<file path="src/rtl/proc_pkg.sv">
// Shared types and constants for the processor sequencing logic: opcodes,
// FSM states, ALU selects and instruction field positions.
package proc_pkg;

    typedef enum logic [3:0] {
        OP_NOOP  = 4'd0,
        OP_STORE = 4'd1,
        OP_LOAD  = 4'd2,
        OP_ADD   = 4'd3,
        OP_SUB   = 4'd4,
        OP_HALT  = 4'd5
    } opcode_e;

    typedef enum logic [3:0] {
        ST_INIT,
        ST_FETCH,
        ST_LOAD_IR,
        ST_DECODE,
        ST_NOOP,
        ST_LOAD_A,
        ST_LOAD_B,
        ST_STORE,
        ST_ADD,
        ST_SUB,
        ST_HALT
    } state_e;

    localparam logic [2:0] ALU_PASS = 3'd0;
    localparam logic [2:0] ALU_ADD  = 3'd1;
    localparam logic [2:0] ALU_SUB  = 3'd2;

    localparam int OPC_MSB   = 15;
    localparam int OPC_LSB   = 12;
    localparam int DADDR_MSB = 11;
    localparam int DADDR_LSB = 4;
    localparam int RA_MSB    = 11;
    localparam int RA_LSB    = 8;
    localparam int RB_MSB    = 7;
    localparam int RB_LSB    = 4;
    localparam int REG_MSB   = 3;
    localparam int REG_LSB   = 0;

endpackage

</file>
<file path="src/rtl/control_unit_if.sv">
// Bundle of instruction-ROM and datapath control lines driven by control_unit.
interface control_unit_if #(
    parameter int PC_W     = 7,
    parameter int D_ADDR_W = 8
) ();
    logic [15:0]         Instr;
    logic [PC_W-1:0]     PC_addr;
    logic [D_ADDR_W-1:0] D_addr;
    logic                D_wr;
    logic                RF_s;
    logic [3:0]          RF_W_addr;
    logic                RF_W_en;
    logic [3:0]          RF_Ra_addr;
    logic [3:0]          RF_Rb_addr;
    logic [2:0]          ALU_s0;
    logic                Halted;

    modport master (
        input  Instr,
        output PC_addr, D_addr, D_wr, RF_s, RF_W_addr, RF_W_en,
               RF_Ra_addr, RF_Rb_addr, ALU_s0, Halted
    );

    modport slave (
        output Instr,
        input  PC_addr, D_addr, D_wr, RF_s, RF_W_addr, RF_W_en,
               RF_Ra_addr, RF_Rb_addr, ALU_s0, Halted
    );
endinterface

</file>
<file path="src/rtl/pc_counter.sv">
// Program counter: clears on clr, increments (with natural wrap) on up.
module pc_counter #(
    parameter int PC_W = 7
) (
    input  logic            Clk,
    input  logic            Reset_n,
    input  logic            clr,
    input  logic            up,
    output logic [PC_W-1:0] pc
);
    logic [PC_W-1:0] pc_reg;

    always_ff @(posedge Clk or negedge Reset_n) begin
        if (!Reset_n) begin
            pc_reg <= '0;
        end else if (clr) begin
            pc_reg <= '0;
        end else if (up) begin
            pc_reg <= pc_reg + PC_W'(1);
        end
    end

    assign pc = pc_reg;
endmodule

</file>
<file path="src/rtl/control_unit.sv">
// Processor sequencer: fetch/decode/execute FSM plus instruction register,
// with Moore control outputs decoded from the state and IR.
module control_unit
    import proc_pkg::*;
#(
    parameter int PC_W     = 7,
    parameter int D_ADDR_W = 8
) (
    input  logic          Clk,
    input  logic          Reset_n,
    control_unit_if.master bus
);
    state_e              state_reg;
    state_e              state_next;
    logic [15:0]         ir_reg;
    logic [3:0]          opcode;
    logic [PC_W-1:0]     pc_value;

    logic [D_ADDR_W-1:0] d_addr;
    logic                d_wr;
    logic                rf_s;
    logic [3:0]          rf_w_addr;
    logic                rf_w_en;
    logic [3:0]          rf_ra_addr;
    logic [3:0]          rf_rb_addr;
    logic [2:0]          alu_s0;
    logic                halted;

    assign opcode = ir_reg[OPC_MSB:OPC_LSB];

    pc_counter #(.PC_W(PC_W)) u_pc (
        .Clk     (Clk),
        .Reset_n (Reset_n),
        .clr     (state_reg == ST_INIT),
        .up      (state_reg == ST_LOAD_IR),
        .pc      (pc_value)
    );

    always_ff @(posedge Clk or negedge Reset_n) begin
        if (!Reset_n) begin
            state_reg <= ST_INIT;
        end else begin
            state_reg <= state_next;
        end
    end

    always_ff @(posedge Clk or negedge Reset_n) begin
        if (!Reset_n) begin
            ir_reg <= '0;
        end else if (state_reg == ST_INIT) begin
            ir_reg <= '0;
        end else if (state_reg == ST_LOAD_IR) begin
            ir_reg <= bus.Instr;
        end
    end

    always_comb begin
        state_next = state_reg;
        case (state_reg)
            ST_INIT:    state_next = ST_FETCH;
            ST_FETCH:   state_next = ST_LOAD_IR;
            ST_LOAD_IR: state_next = ST_DECODE;
            ST_DECODE: begin
                // Any opcode outside the defined set halts the machine.
                case (opcode)
                    OP_NOOP:  state_next = ST_NOOP;
                    OP_STORE: state_next = ST_STORE;
                    OP_LOAD:  state_next = ST_LOAD_A;
                    OP_ADD:   state_next = ST_ADD;
                    OP_SUB:   state_next = ST_SUB;
                    default:  state_next = ST_HALT;
                endcase
            end
            ST_LOAD_A:  state_next = ST_LOAD_B;
            ST_NOOP,
            ST_LOAD_B,
            ST_STORE,
            ST_ADD,
            ST_SUB:     state_next = ST_FETCH;
            ST_HALT:    state_next = ST_HALT;
            default:    state_next = ST_INIT;
        endcase
    end

    always_comb begin
        d_addr     = '0;
        d_wr       = 1'b0;
        rf_s       = 1'b0;
        rf_w_addr  = '0;
        rf_w_en    = 1'b0;
        rf_ra_addr = '0;
        rf_rb_addr = '0;
        alu_s0     = ALU_PASS;
        halted     = 1'b0;
        case (state_reg)
            ST_LOAD_A, ST_LOAD_B: begin
                d_addr    = D_ADDR_W'(ir_reg[DADDR_MSB:DADDR_LSB]);
                rf_s      = 1'b1;
                rf_w_addr = ir_reg[REG_MSB:REG_LSB];
                rf_w_en   = (state_reg == ST_LOAD_B);
            end
            ST_STORE: begin
                d_addr     = D_ADDR_W'(ir_reg[DADDR_MSB:DADDR_LSB]);
                rf_ra_addr = ir_reg[REG_MSB:REG_LSB];
                d_wr       = 1'b1;
            end
            ST_ADD, ST_SUB: begin
                rf_ra_addr = ir_reg[RA_MSB:RA_LSB];
                rf_rb_addr = ir_reg[RB_MSB:RB_LSB];
                rf_w_addr  = ir_reg[REG_MSB:REG_LSB];
                rf_w_en    = 1'b1;
                alu_s0     = (state_reg == ST_ADD) ? ALU_ADD : ALU_SUB;
            end
            ST_HALT:    halted = 1'b1;
            default:    ;
        endcase
    end

    assign bus.PC_addr    = pc_value;
    assign bus.D_addr     = d_addr;
    assign bus.D_wr       = d_wr;
    assign bus.RF_s       = rf_s;
    assign bus.RF_W_addr  = rf_w_addr;
    assign bus.RF_W_en    = rf_w_en;
    assign bus.RF_Ra_addr = rf_ra_addr;
    assign bus.RF_Rb_addr = rf_rb_addr;
    assign bus.ALU_s0     = alu_s0;
    assign bus.Halted     = halted;
endmodule

</file>
<file path="src/flat_wrapper.sv">
// flat-port wrapper written by rule: the top's interface ports become plain ports
module control_unit_flat import proc_pkg::*;
#(
    parameter int PC_W     = 7,
    parameter int D_ADDR_W = 8
)
  (Clk, Reset_n, bus_Instr, bus_PC_addr, bus_D_addr, bus_D_wr, bus_RF_s, bus_RF_W_addr, bus_RF_W_en, bus_RF_Ra_addr, bus_RF_Rb_addr, bus_ALU_s0, bus_Halted);
  control_unit_if #(.PC_W(PC_W), .D_ADDR_W(D_ADDR_W)) bus_i ();
  input  logic Clk;
  input  logic Reset_n;
  input wire logic [$bits(bus_i.Instr)-1:0] bus_Instr;
  output wire logic [$bits(bus_i.PC_addr)-1:0] bus_PC_addr;
  output wire logic [$bits(bus_i.D_addr)-1:0] bus_D_addr;
  output wire logic [$bits(bus_i.D_wr)-1:0] bus_D_wr;
  output wire logic [$bits(bus_i.RF_s)-1:0] bus_RF_s;
  output wire logic [$bits(bus_i.RF_W_addr)-1:0] bus_RF_W_addr;
  output wire logic [$bits(bus_i.RF_W_en)-1:0] bus_RF_W_en;
  output wire logic [$bits(bus_i.RF_Ra_addr)-1:0] bus_RF_Ra_addr;
  output wire logic [$bits(bus_i.RF_Rb_addr)-1:0] bus_RF_Rb_addr;
  output wire logic [$bits(bus_i.ALU_s0)-1:0] bus_ALU_s0;
  output wire logic [$bits(bus_i.Halted)-1:0] bus_Halted;
  assign bus_i.Instr = bus_Instr;
  assign bus_PC_addr = bus_i.PC_addr;
  assign bus_D_addr = bus_i.D_addr;
  assign bus_D_wr = bus_i.D_wr;
  assign bus_RF_s = bus_i.RF_s;
  assign bus_RF_W_addr = bus_i.RF_W_addr;
  assign bus_RF_W_en = bus_i.RF_W_en;
  assign bus_RF_Ra_addr = bus_i.RF_Ra_addr;
  assign bus_RF_Rb_addr = bus_i.RF_Rb_addr;
  assign bus_ALU_s0 = bus_i.ALU_s0;
  assign bus_Halted = bus_i.Halted;
  control_unit #(.PC_W(PC_W), .D_ADDR_W(D_ADDR_W)) u_core (.Clk(Clk), .Reset_n(Reset_n), .bus(bus_i));
endmodule
</file>
<file path="config.mk">
export PLATFORM = sky130hd
export DESIGN_NAME = control_unit_flat
export DESIGN_NICKNAME = d
export VERILOG_FILES = /design/src/rtl/proc_pkg.sv /design/src/rtl/control_unit_if.sv /design/src/rtl/pc_counter.sv /design/src/rtl/control_unit.sv /design/src/flat_wrapper.sv
export SDC_FILE = /design/constraint.sdc
export NUM_CORES = 1
export LEC_CHECK = 0
export ABC_AREA = 1
export CORE_MARGIN = 3
export CORE_UTILIZATION = 50
export DETAILED_ROUTE_END_ITERATION = 16
export DONT_BUFFER_PORTS = 1
export GPL_ROUTABILITY_DRIVEN = 0
export PLACE_DENSITY_LB_ADDON = 0.15
export SLEW_MARGIN = 20
export SYNTH_ARGS = -nofsm -noshare
export SYNTH_HDL_FRONTEND = slang
export SYNTH_SLANG_ARGS = --single-unit
</file>
<file path="constraint.sdc">
create_clock -name Clk -period 1.3 [get_ports Clk]
set_input_delay 0.13 -clock Clk [delete_from_list [all_inputs] [get_ports Clk]]
set_output_delay 0.13 -clock Clk [all_outputs]
set_load 0.02 [all_outputs]
</file>
; After elaboration in Yosys (flattened, before gate mapping)
; Cells that the tools add are included.
[totals]
ff_bits = 27
in_bits = 18
out_inout_bits = 34
word_cells = 42
[op_classes]
add_sub_neg = 1
n_eq_ne = 14
muxes = 16
reduce_logical = 8
[op_table]
columns = operator, count
row1 = $mux 16, 2
row2 = $pmux 4 s6, 1
row3 = $eq 4x3->1 const B, 5
row4 = $pmux 4 s5, 1
row5 = $eq 4x2->1 const B, 4
row6 = $mux 7, 2
row7 = $eq 4x4->1 const B, 3
row8 = $eq 4x1->1 const B, 2
row9 = $logic_not 4->1, 2
row10 = $mux 4, 2
row11 = $mux 8, 1
row12 = $pmux 4 s2, 1
row13 = $add 7x1->7 const B, 1
row14 = $reduce_or 6->1, 1
row15 = $reduce_or 2->1, 2
row16 = $reduce_or 4->1, 1
row17 = $mux 1, 3
row18 = $mux 3, 1
row19 = $reduce_or 3->1, 1
row20 = $mux 2, 1
row21 = $pmux 1 s2, 1
row22 = $reduce_bool 2->1, 1

; Depth between registers and ports, before layout
[depth]
word_depth = 3
depth_mapped = 7
ltp_nobuf = 6

; By module
; A second synthesis with hierarchy kept.
[unflattened]
hier_cells = 195
hier_area_um2 = 1500.2
[by_module_without_submodules]
columns = mod, n_inst, cells_each, area_per_inst_um2, seq_area_each_um2
row1 = control_unit, 1, 150, 1129.8, 500.5
row2 = pc_counter, 1, 45, 370.4, 175.2

; Worst setup path after synthesis
; OpenSTA, ideal clock, no wires.
[synth_timing]
path_type = reg-to-output
from = register u_core.state_reg[3]
to = output bus_RF_Ra_addr[0]
t_arrival_ps = 1176
slack_ps = -6
path_stages_with_launch = 6
n_path_buf = 1
cell_sequence = dfrtp_1 > inv_1 > nor2_2 > nand2_2 > buf_6 > o22ai_1
[synth_between]
elab_chain_len = 3
word_cells_on_any_way = 5
cone_classes = eq/ne: 3 / mux: 1 / reduce/logical: 1
[synth_lines]
columns = item, line_no
row1 = "start, declared", control_unit.sv:13  ; state_e state_reg;
row2 = "start signal, assigned", control_unit.sv:43  ; state_reg <= state_next;
row3 = $eq 4x4->1, control_unit.sv:95  ; case (state_reg)
row4 = $reduce_or 2->1, control_unit.sv:95
row5 = $pmux 4 s2 (*), control_unit.sv:95
row6 = "end, declared", flat_wrapper.sv:18  ; output wire logic [$bits(bus_i.RF_Ra_addr)-1:0] bus_RF_Ra_addr;
; Mark *: on every way between the ends. The rest lies on a longest branch, timed or not.

; Worst setup path after layout
[layout_timing]
from = register u_core.state_reg[3]
to = output bus_D_addr[5]
[layout_between]
elab_chain_len = 3
word_cells_on_any_way = 5
cone_classes = eq/ne: 3 / mux: 1 / reduce/logical: 1
[layout_lines]
columns = item, line_no
row1 = $eq 4x3->1, control_unit.sv:95
row2 = $reduce_or 3->1 (no source line) (*), n/a
row3 = $mux 8 (*), control_unit.sv:95
row4 = "end, declared", flat_wrapper.sv:13  ; output wire logic [$bits(bus_i.D_addr)-1:0] bus_D_addr;
; Marked as above.

==> summary.txt <==
Placed design
  • Number of port buffers: 0
  • Hpwl dp: around 2.6 mm
  • Cell count after placement: approximately 250

Finish
  • Layout cells sized above 1: 40.86%
  • Post-layout net count: approximately 280
  • Layout Cells excl Fill: 287
  • Fin util: between 80% and 90%
  • Area Growth Syn to Fin: 60.87%
  • Max reg flops: 16
  • Diodes inserted: 0

Pwr
  • Leakage: around 1.1 nW
  • Switching pwr: approximately 2.6 mW
  • Peak VDD IR: roughly 1900 uV
  • Clk pwr share: 7.8%
  • PD cells: approximately 2200 mW/mm2
  • Sequential power share: 26.4%
  • Combinational share of power: 65.8%
  • Internal Power: 2.413 mW
  • Total power: 5.011 mW
  • Switch share: between 50% and 60%

Floorplanning
  • Ports: 52
  • CORE AREA: 0.002613 mm2
  • # rows: 18
  • Die Wd: 59.76 um
  • Die area: ~0.0036 mm2
  • Initial Util: between 50% and 60%
  • DIE HEIGHT: approximately 60 um

CTS
  • CTS tree: done
  • CTS H-Tree Depth: 1
  • Root Driver: clkbuf_4
  • Total CTS buffers: 3
  • Clock Sinks: 27
  • Reg clk slew, reported paths: roughly 150 ps
  • Skew-Pair Late Insertion Delay: 340 ps
  • Clk buf depth: 2

GRT
  • Overall Global Routing Usage: between 20% and 30%
  • Antenna violations before repair: 0
  • Remaining global-route overflow: 0
  • Vias in the first global route: between 1000 and 1500
  • Largest net degree at the start of global routing: 28
  • First-pass GRT wire length: between 6 and 7 mm

Worst setup path
  • Critical path endpoint category: output pin
  • CP arrival: between 1500 and 2000 ps
  • WS Path Type: flip-flop to output pin
  • CP Max Fanout: 9
  • Setup crit start kind: flip-flop
  • Worst Path Required: 1170 ps

Timing
  • Final Setup Violations: between 50 and 60
  • Clock Skews: 4.270 ps
  • Fin crit period: around 1800 ps
  • RSZ-0062 raised after global routing: yes
  • Setup ws final: -473.5 ps
  • Setup_tns: -15950 ps
  • Final hold vios: 0
  • Max-slew violations: 0
  • Fmax: between 500 and 600 MHz
  • Final worst-path cycle share: 136.4%

Yosys
  • Syn_nets: slightly above 200
  • Mapped Avg Cell Area: just under 8 um2
  • Post-synth EDFFs: 0
  • Yosys reg bits: 27
  • Primary FF master, synth: dfrtp_1
  • YS warnings: 0
  • Async S/R FF share, synth: 100.0%
  • Mapped cell area: 0.001445 mm2
  • Cells after synthesis: about 190
  • Seq/Total Area, Yosys: 46.75%
  • Synth cell types: 26

Flow run
  • Total of max-cap violations: 0

Route
  • DRT Pass-1 Iters: 7
  • Vias/cell: approximately 6
  • DRC violations left: 0
  • Via count: 1692
  • Iter 0 DRT Violations: 193
  • Drt wl/cell: 19.61 um
  • Routed Antenna Nets: 0
  • Routed WL: approximately 5.6 mm

Status
  • Failing checks: negative setup slack
  • Outcome: complete, but fails checks

Worst hold path
  • Hold/Removal Path Class: primary input to async pin
[critical path: stages, from the launching register on]
cell	delay [ps]
dfrtp_2	490
nor2_4	240
nand2_2	210
nor2_1	190
buf_4	170
[power by group through the flow]
stage                     combinational (mW)  sequential [mW]  clock [mW]
after floorplan                         1.33             1.33           0
after global placement                  1.84             1.28           0
after detailed placement                1.89             1.29           0
after CTS                               2.30             1.29       0.384
after global routing                    3.46             1.35       0.415
final                                   3.30             1.32       0.389
[synth_stat cells, types with 3 or more instances]
master	instances	share of area, %
o21ai_1	3	1.0
o22ai_1	5	2.2
nand3_1	9	3.1
buf_6	3	2.3
dfrtp_1	27	47
nand2_1	36	9.4
a21oi_1	3	1.0
inv_1	30	7.8
o21ai_0	19	6.6
nor2_1	28	7.3
inv_2	3	0.78
[area by class of cell]
| class | count | area [um2] |
|---|---|---|
| clock buffer | 3 | 22.52 |
| clock inverter | 1 | 7.507 |
| fill | 109 | 287.8 |
| inverter | 35 | 166.4 |
| multi-input combinational | 122 | 768.2 |
| sequential | 27 | 680.7 |
| tap | 30 | 37.54 |
| timing repair buffer | 65 | 599.3 |
| timing repair inverter | 4 | 42.54 |
[layout by cell type (no fill, tap or decap), types with 3 or more instances in the layout]
master	instances
o21ai_1	9
nand2_1	29
buf_4	32
o21ai_0	11
inv_4	5
o22ai_1	4
inv_2	5
nand2_2	7
dlygate4sd3_1	17
nor2_1	19
buf_6	15
nand3_1	7
clkbuf_4	3
inv_1	23
o21ai_2	4
dfrtp_2	4
dfrtp_1	23
nand3_4	3
nor2_4	11
a21oi_1	3
[through the flow]
stage / cell area [um2] / setup WS (ps) / hold WS [ps]
CTS: 2057 / -326.0 / 203.7
global placement: 1704 / 22.17 / -165.0
finish: 2325 / -473.5 / 198.1
floorplan: 1445 / -6.257 / -165.6
detailed placement: 1704 / -18.92 / -164.9
global route: 2325 / -517.2 / 195.2
[worst paths after layout]
| path | endpoint | cells after the start | start | slack [ps] |
|---|---|---|---|---|
| max | bus_D_addr[5] | 4 | u_core.state_reg[3] | -470 |
| min | u_core.u_pc.pc[1] | 2 | Reset_n | 200 |
| max reg2reg | u_core.u_pc.pc[4] | 7 | u_core.state_reg[3] | -320 |
| min reg2reg | u_core.state_reg[1] | 2 | u_core.ir_reg[15] | 570 |
| max in group asynchronous | u_core.state_reg[3] | 2 | Reset_n | 930 |
| min in group Clk | u_core.ir_reg[12] | 3 | bus_Instr[12] | 450 |
[metal layers]
metal	GRT usage, %	part of all wire [%]	up-vias
met3	4.104	10	38
li1	-	-	726
met1	29.64	38	799
met5	0	0	-
met4	11.08	4.1	0
met2	43.21	48	129
[what timing repair did]
item	4_1_cts	5_1_grt
setup buffers	4	9
gates cloned	2	3
hold endpoints to repair	43	0
pin swaps	5	11
setup endpoints to repair	46	53
hold buffers	18	0
gates resized for setup	36	53
[kinds of logic (layout without fill, tap and decap cells)]
group	after synthesis	after routing	synth area share, %
flip-flops	27	27	46.75
buffers and inverters	39	108	12.29
AND/OR/NAND/NOR	83	84	25.54
XOR/XNOR	1	1	0.6062
other	1	1	0.2595
AO/OA/AOI/OAI	35	35	13.68
adder cells (fa/ha/maj)	1	1	0.8657
No activity file was read; power rests on OpenSTA's default activity.
